File: src/rtl/alu_share_ctrl_pkg.sv
// alu_share_ctrl_pkg: shared op encodings, FSM states and 7-segment patterns for alu_share_ctrl
package alu_share_ctrl_pkg;
  localparam logic [1:0] OP_ADD = 2'b00;
  localparam logic [1:0] OP_OR  = 2'b01;
  localparam logic [1:0] OP_SUB = 2'b10;
  localparam logic [1:0] OP_XOR = 2'b11;
  typedef enum logic [1:0] {IDLE, EXEC, RESP} state_e;
  localparam logic [6:0] SEG_PAT [16] = '{
    7'b1111110, 7'b0110000, 7'b1101101, 7'b1111001,
    7'b0110011, 7'b1011011, 7'b1011111, 7'b1110000,
    7'b1111111, 7'b1111011, 7'b1110111, 7'b0011111,
    7'b1001110, 7'b0111101, 7'b1001111, 7'b1000111
  };
endpackage

File: src/rtl/alu_share_ctrl_alu_core.sv
// alu_core: combinational W-bit add/or/sub/xor, results wrap mod 2^W
module alu_core import alu_share_ctrl_pkg::*; #(
  parameter int W = 4
) (
  input  logic [W-1:0] a,
  input  logic [W-1:0] b,
  input  logic [1:0]   op,
  output logic [W-1:0] out
);
  always_comb begin
    out = op == OP_ADD ? a + b :
          op == OP_OR  ? a | b :
          op == OP_SUB ? a - b : a ^ b;
  end
endmodule

File: src/rtl/alu_share_ctrl.sv
// alu_share_ctrl: round-robin sharing of one ALU among N_REQ requesters; seg display under ALU_SEG_DISP_EN
module alu_share_ctrl import alu_share_ctrl_pkg::*; #(
  parameter int N_REQ = 4,
  parameter int W     = 4
) (
  input  logic                       clk,
  input  logic                       rst_n,
  input  logic [N_REQ-1:0]           req_valid,
  input  logic [N_REQ*W-1:0]         req_a,
  input  logic [N_REQ*W-1:0]         req_b,
  input  logic [N_REQ*2-1:0]         req_op,
  output logic [N_REQ-1:0]           req_ready,
  output logic                       rsp_valid,
  input  logic                       rsp_ready,
  output logic [$clog2(N_REQ)-1:0]   rsp_id,
  output logic [W-1:0]               rsp_out,
  output logic [6:0]                 seg
);
  localparam int IW = $clog2(N_REQ);
  state_e state_q, state_d;
  logic [IW-1:0] rr_ptr_q, rr_ptr_d, grant, rsp_id_q, rsp_id_d;
  logic [W-1:0] a_q, a_d, b_q, b_d, rsp_out_q, rsp_out_d, alu_out;
  logic [1:0] op_q, op_d;
  logic rsp_valid_q, rsp_valid_d, take;
  always_comb begin
    int s;
    s = 0;
    grant = '0;
    for (int k = N_REQ - 1; k >= 0; k--) begin
      s = int'(rr_ptr_q) + k;
      s = s >= N_REQ ? s - N_REQ : s;
      grant = req_valid[s] ? IW'(s) : grant;
    end
  end
  assign take = state_q == IDLE && |req_valid;
  assign req_ready = (rst_n && take) ? N_REQ'(1) << grant : '0;
  alu_core #(.W(W)) u_alu (.a(a_q), .b(b_q), .op(op_q), .out(alu_out));
  always_comb begin
    state_d = state_q == IDLE ? (take ? EXEC : IDLE) :
              state_q == EXEC ? RESP : (rsp_ready ? IDLE : RESP);
    rr_ptr_d = take ? (grant == IW'(N_REQ - 1) ? '0 : grant + 1'b1) : rr_ptr_q;
    a_d = take ? req_a[int'(grant)*W +: W] : a_q;
    b_d = take ? req_b[int'(grant)*W +: W] : b_q;
    op_d = take ? req_op[int'(grant)*2 +: 2] : op_q;
    rsp_id_d = take ? grant : rsp_id_q;
    rsp_out_d = state_q == EXEC ? alu_out : rsp_out_q;
    rsp_valid_d = state_q == EXEC ? 1'b1 : (rsp_ready ? 1'b0 : rsp_valid_q);
  end
  always_ff @(posedge clk) begin
    if (!rst_n) begin
      state_q <= IDLE;
      rr_ptr_q <= '0;
      a_q <= '0;
      b_q <= '0;
      op_q <= '0;
      rsp_id_q <= '0;
      rsp_out_q <= '0;
      rsp_valid_q <= 1'b0;
    end else begin
      state_q <= state_d;
      rr_ptr_q <= rr_ptr_d;
      a_q <= a_d;
      b_q <= b_d;
      op_q <= op_d;
      rsp_id_q <= rsp_id_d;
      rsp_out_q <= rsp_out_d;
      rsp_valid_q <= rsp_valid_d;
    end
  end
  assign rsp_valid = rsp_valid_q;
  assign rsp_id = rsp_id_q;
  assign rsp_out = rsp_out_q;
`ifdef ALU_SEG_DISP_EN
  logic [6:0] seg_q, seg_d;
  always_comb begin
    seg_d = (rsp_valid_q && rsp_ready) ? SEG_PAT[rsp_out_q[3:0]] : seg_q;
  end
  always_ff @(posedge clk) begin
    if (!rst_n) seg_q <= '0;
    else seg_q <= seg_d;
  end
  assign seg = seg_q;
`else
  assign seg = 7'b0000000;
`endif
endmodule
File: config.mk
export PLATFORM = sky130hd
export DESIGN_NAME = alu_share_ctrl
export DESIGN_NICKNAME = d
export VERILOG_FILES = /design/src/rtl/alu_share_ctrl_pkg.sv /design/src/rtl/alu_share_ctrl_alu_core.sv /design/src/rtl/alu_share_ctrl.sv
export SDC_FILE = /design/constraint.sdc
export NUM_CORES = 1
export LEC_CHECK = 0
export BUFFER_PORTS_ARGS = -buffer_cell sky130_fd_sc_hd__buf_2
export CAP_MARGIN = 20
export CORE_ASPECT_RATIO = 0.75
export CORE_MARGIN = 5
export CORE_UTILIZATION = 37
export CTS_CLUSTER_SIZE = 8
export DETAILED_ROUTE_END_ITERATION = 8
export PLACE_DENSITY_LB_ADDON = 0.1
export SLEW_MARGIN = 40
export SYNTH_ARGS = -nofsm -noshare
export SYNTH_HDL_FRONTEND = slang
export SYNTH_SLANG_ARGS = --single-unit
export TNS_END_PERCENT = 10
File: constraint.sdc
create_clock -name clk -period 1.7 [get_ports clk]
set_input_delay 0.34 -clock clk [delete_from_list [all_inputs] [get_ports clk]]
set_output_delay 0.34 -clock clk [all_outputs]
set_load 0.005 [all_outputs]
[After elaboration in Yosys (flattened, before gate mapping)]
Cells that the tools add are included.
Storage, ports and cells
  latch bits: 0
  memory bits (read-only): 0
  logic and storage cells: 73
  memories kept: 0
  flip-flop bits (word level): 21
  output and inout bits: 18
  input bits: 47
  bits in writable memories: 0
Operators by class
  shifts and indexed selects: 4
  reduce and logical (&&, ||, !) cells: 6
  div/mod/pow operators: 0
  magnitude comparators: 8
  $add $sub $neg: 10
  bitwise logic cells: 2
  equality and inequality tests: 4
  multiply operators: 0
  multiplexer cells: 31
Operators with widths (number)
  32-bit by 4-bit less-than comparator with 1-bit output, second input constant: 4
  32-bit two-way mux: 4
  16-bit by 5-bit indexed part select with 4-bit output: 2
  2-bit two-way mux: 8
  4-bit two-way mux: 4
  3-bit by 3-bit subtractor with 4-bit output, second input constant: 3
  1-bit two-way mux: 11
  3-bit greater-or-equal comparator, second input constant: 3
  1-bit binary-select mux with 2-bit select: 4
  8-bit by 4-bit indexed part select with 2-bit output: 1
  2-bit by 2-bit adder with 3-bit output, second input constant: 2
  4-bit adder: 1
  2-bit by 1-bit == test with 1-bit output, second input constant: 2
  2-bit == test, second input constant: 2
  2-bit logical NOT: 2
  4-bit bitwise OR: 1
  4-bit OR reduction: 1
  1-bit by 2-bit left shift with 4-bit output, first input constant: 1
  2-bit by 3-bit subtractor with 4-bit output, second input constant: 1
  4-bit subtractor: 1
  4-bit XOR: 1
  2-bit by 1-bit adder with 3-bit output, second input constant: 1
  2-bit by 3-bit greater-or-equal comparator with 1-bit output, second input constant: 1
  2-bit by 1-bit adder with 2-bit output, second input constant: 1
  other kinds (2): 3

[Depth between registers and ports, before layout]
  depth after elaboration: 12
  mapped depth: 8
  gate-level depth less buffers: 8

[Cells and area by module]
A second synthesis with hierarchy kept.
Second synthesis, totals
  cell total of the unflattened synthesis: 200
  area total of the unflattened synthesis: 1681.6 µm²
By module, submodules not included
  alu_share_ctrl: seq. area each 420.4 µm², cells each 151, times used 1, area an instance 1268.7 µm²
  alu_core: seq. area each 0.0 µm², cells each 49, times used 1, area an instance 412.9 µm²

[Least setup slack after synthesis]
Ideal clock, no wire load.
  path type: reg2out
  from: register rr_ptr_q[1]
  to: output port req_ready[2]
  data arrival time: 1.491 ns
  buffers on the path: 2
  required time: 1.360 ns
  cell stages (with the launch flop): 8
  setup slack: -0.131 ns
  cells stage by stage: dfxtp_1 > nand2_2 > a221o_1 > and2_4 > buf_6 > buf_8 > ha_1 > and3_1
On the way
  word-level cells in the longest chain between the ends: 12
  elaborated cells between the ends (all ways): 33
  those cells by class: add/sub: 7; order compare: 4; shift: 1; mux: 21
RTL lines
  from (decl): line alu_share_ctrl.sv:21  | logic [IW-1:0] rr_ptr_q, rr_ptr_d, grant, rsp_id_q, rsp_id_d;
  from (signal assigned): line alu_share_ctrl.sv:61  | rr_ptr_q <= rr_ptr_d;
  2-bit by 2-bit adder with 3-bit output: line alu_share_ctrl.sv:30  | s = int'(rr_ptr_q) + k;
  3-bit by 3-bit subtractor with 4-bit output or 3-bit greater-or-equal comparator (tied branches): line alu_share_ctrl.sv:31  | s = s >= N_REQ ? s - N_REQ : s;
  32-bit two-way mux: line alu_share_ctrl.sv:31
  1-bit binary-select mux with 2-bit select: line alu_share_ctrl.sv:32  | grant = req_valid[s] ? IW'(s) : grant;
  1-bit two-way mux (not written as such) (2 in series): line alu_share_ctrl.sv:32
  2-bit two-way mux (3 in series): line alu_share_ctrl.sv:32
  2-bit two-way mux *: line alu_share_ctrl.sv:32
  1-bit by 2-bit left shift with 4-bit output *: line alu_share_ctrl.sv:36  | assign req_ready = (rst_n && take) ? N_REQ'(1) << grant : '0;
  4-bit two-way mux *: line alu_share_ctrl.sv:36
  to (decl): line alu_share_ctrl.sv:12  | output logic [N_REQ-1:0] req_ready,
Every way passes the cells marked *; elsewhere a longest branch is shown, timed or not. The select of a mux whose other input is x is not followed.

[Worst setup path after layout]
Same ends and word-level chain as after synthesis.

==> flow_summary_export.csv <==
group,metric,value,unit
cts,cts.sinks,21,
synthesis,ys_ff_latch,21,
setup_path,crit_family,"simple AND/OR/NAND/NOR gates",
sta,hold_slack,0.2736,ns
cts,clk-insertion-delay-late,0.26,ns
worst_hold_path,hold_path.class,"input port to flop",
die,dieArea,5738,um^2
power,peakVddDrop,0.3681,mV
power,p_comb_share,47.7,%
die,coreArea,4104,um^2
detailed_routing,drtIter0Drc,71,
synthesis,synthFlopType,"dfxtp_1",
die,die_w,85.82,um
synthesis,netlist_area,1595,um^2
setup_path,cp_slowest_stage_delay,0.37,ns
power,p_sw_share,35.40,%
flow_run,drv_cap,0,
setup_path,arrival,1.61,ns
power,p_int,1.227,mW
sta,hold_viol,0,
sta,drv_slew,0,
global_routing,track_usage,14.16,%
setup_path,crit_buf_inv,2,
detailed_routing,drc,0,
synthesis,async_flop_share,0,%
synthesis,yosys_warnings,0,
die,die_h,66.87,um
cells_and_area,area_delta_synth_final,37.96,%
cts,path_clk_slew,0.08,ns
die,placementRows,20,
cells_and_area,drive_above_1_share,40.37,%
setup_path,slowest_stage,"dfxtp_4",
cts,cts_max_level,1,
run_status,failed_checks,"negative setup slack",
detailed_routing,wl_per_cell,12.18,um
sta,fin_skew,0.005382,ns
global_routing,grt_pass1_wl,6617,um
power,switching_power,0.6725,mW
placement,hpwl,3230,um
cts,cts_buffers,3,
setup_path,critPathMaxFanout,4,
die,initial_core_util,38.87,%
global_routing,antenna_found_initial,0,
cells_and_area,fin_nets,331,
setup_path,crit_type,"flop to output pin",
power,p_leak,1.056,nW
setup_path,endpoint_kind,"output pin",
sta,max_clock_freq,513.0,MHz
die,pin_count,65,
cells_and_area,diodes,0,
synthesis,synth_edf_count,0,
power,p_clk_share,17.4,%
synthesis,syn_area_per_cell,8.223,um^2
cells_and_area,final_util,53.63,%
sta,timing.final.ws_setup,-0.2494,ns
global_routing,grt_max_degree,21,
detailed_routing,via_count,1513,
synthesis,synth_largest_area_cell,"dfxtp_1",
sta,min_period,1.949,ns
sta,final-setup-viol-count,5,
setup_path,required,1.36,ns
setup_path,crit_chain,"mux2i_1 > nor2_1 > nor3_2 > inv_2 > ha_4 > and3_4 > buf_6",
sta,rsz0062_at_grt,"true",
cts,postCtsSetupRepairBufs,0,
detailed_routing,ant_nets,0,
placement,io_buffers,57,
setup_path,critical_path.startpoint_type,"flop",
cells_and_area,n_fill_cell,401,
placement,gp_congestion,0.7814,
synthesis,ys_seq_area_share,26.35,%
cts,tritoncts,"done",
global_routing,grt_remaining_overflow,0,
sta,min_period_over_period,114.7,%
synthesis,yosysTopAreaCellShare,26.35,%
detailed_routing,via_per_inst,4.655,
power,power_density,863.1,nW/um^2
cts,cts_root_buf,"clkbuf_8",
cts,clockBufferDepth,2,
run_status,status,"finished with violations",
synthesis,synthTopCellsByArea,"dfxtp_1 (26%), mux2i_1 (8.8%), ha_1 (8.6%)",
synthesis,syn-instance-count,194,
synthesis,ys_types,41,
power,share_seq_of_total_power,34.9,%
global_routing,grt_pass1_vias,1516,
detailed_routing,dr.pass1.iters,5,
detailed_routing,drt-total-wl,3957,um
## logic make-up (layout without fill, tap and decap cells)
kind of cell	after synthesis	after routing	synth area share, %
other cells	1	7	0.2351
compound gates	53	53	22.04
buf+inv	36	106	11.45
xor+xnor	3	3	1.647
mux	15	15	10.20
flops	21	21	26.35
fa+ha+maj	13	13	11.14
simple gates	52	52	16.94
## final timing paths
| path | from | end | slack (ns) | cells past startpoint |
|---|---|---|---|---|
| min | rsp_ready | state_q[1]$_SDFF_PP0_ | 0.27 | 2 |
| max reg2reg | b_q[0]$_SDFFE_PN0N_ | rsp_out[1]$_SDFFE_PN0P_ | -0.07 | 5 |
| max | rr_ptr_q[1]$_SDFFE_PN0N_ | req_ready[2] | -0.25 | 7 |
| min reg2reg | rsp_out[3]$_SDFFE_PN0P_ | rsp_out[3]$_SDFFE_PN0P_ | 0.47 | 2 |
## per-stage QoR
stage	setup WS, ns	std cells	total power [mW]	instance area (um^2)	TNS (ns)
2_1_floorplan	-0.09570	200	1.238	1644	-0.1630
3_3_place_gp	-0.2073	321	1.535	2098	-1.388
6_report	-0.2494	325	1.900	2201	-0.8880
4_1_cts	-0.2568	325	1.902	2175	-0.8812
3_5_place_dp	-0.2039	321	1.543	2098	-1.428
5_1_grt	-0.3540	325	2.068	2201	-1.465
## timing repair
item | 4_1_cts | 5_1_grt
gates resized for setup | 8 | 9
setup endpoints to repair | 6 | 9
hold buffers | 0 | 0
pin swaps | 3 | 1
endpoints found under the hold margin | 0 | 0
## synth_stat cells, drive strengths merged, types with 3 or more instances
| cell | count |
|---|---|
| clkbuf | 7 |
| and3 | 11 |
| o21ai | 16 |
| a211oi | 4 |
| a21oi | 6 |
| dfxtp | 21 |
| nor3 | 3 |
| nand2 | 15 |
| nor2 | 12 |
| buf | 11 |
| a21boi | 10 |
| inv | 17 |
| nor2b | 3 |
| mux2i | 14 |
| o211ai | 10 |
| ha | 11 |
## power by group through the flow
stage	sequential, mW	clock (mW)	combinational (mW)
after detailed placement	0.670	0	0.873
after floorplan	0.643	0	0.595
after global routing	0.680	0.358	1.03
after global placement	0.666	0	0.869
after CTS	0.662	0.338	0.902
final	0.664	0.330	0.906
## cell usage in the layout (no fill, tap or decap), drive strengths merged, types with 7 or more instances in the layout
cell     n
buf     84
dfxtp   21
inv     17
o21ai   16
nand2   15
mux2i   14
nor2    12
and3    11
ha      11
a21boi  10
o211ai  10
conb     7
## metal layers
metal | track usage, % | share of wire (%) | up-vias
met3 | 3.214 | 7.7 | 2
met1 | 19.94 | 52 | 646
li1 | - | - | 813
met4 | 2.964 | 0.83 | 0
met5 | 0 | 0 | -
met2 | 22.00 | 39 | 52
## final cells by class
cell class / instances / area [um^2] / area share (%)
timing repair buffer: 84 / 510.5 / 23.20
tap: 55 / 68.82 / 3.127
inverter: 18 / 67.56 / 3.070
clock inverter: 1 / 5.005 / 0.2274
sequential: 21 / 430.4 / 19.56
clock buffer: 3 / 41.29 / 1.876
multi-input combinational: 143 / 1077 / 48.95
## state kept, by name, indices dropped and copies added, names as in the netlist
| name | count |
|---|---|
| op_q | 2 |
| state_q | 2 |
| rsp_id | 2 |
| rsp_out | 4 |
| a_q | 4 |
| rr_ptr_q | 2 |
| rsp_valid | 1 |
| b_q | 4 |
(Power assumes the default switching activity.)
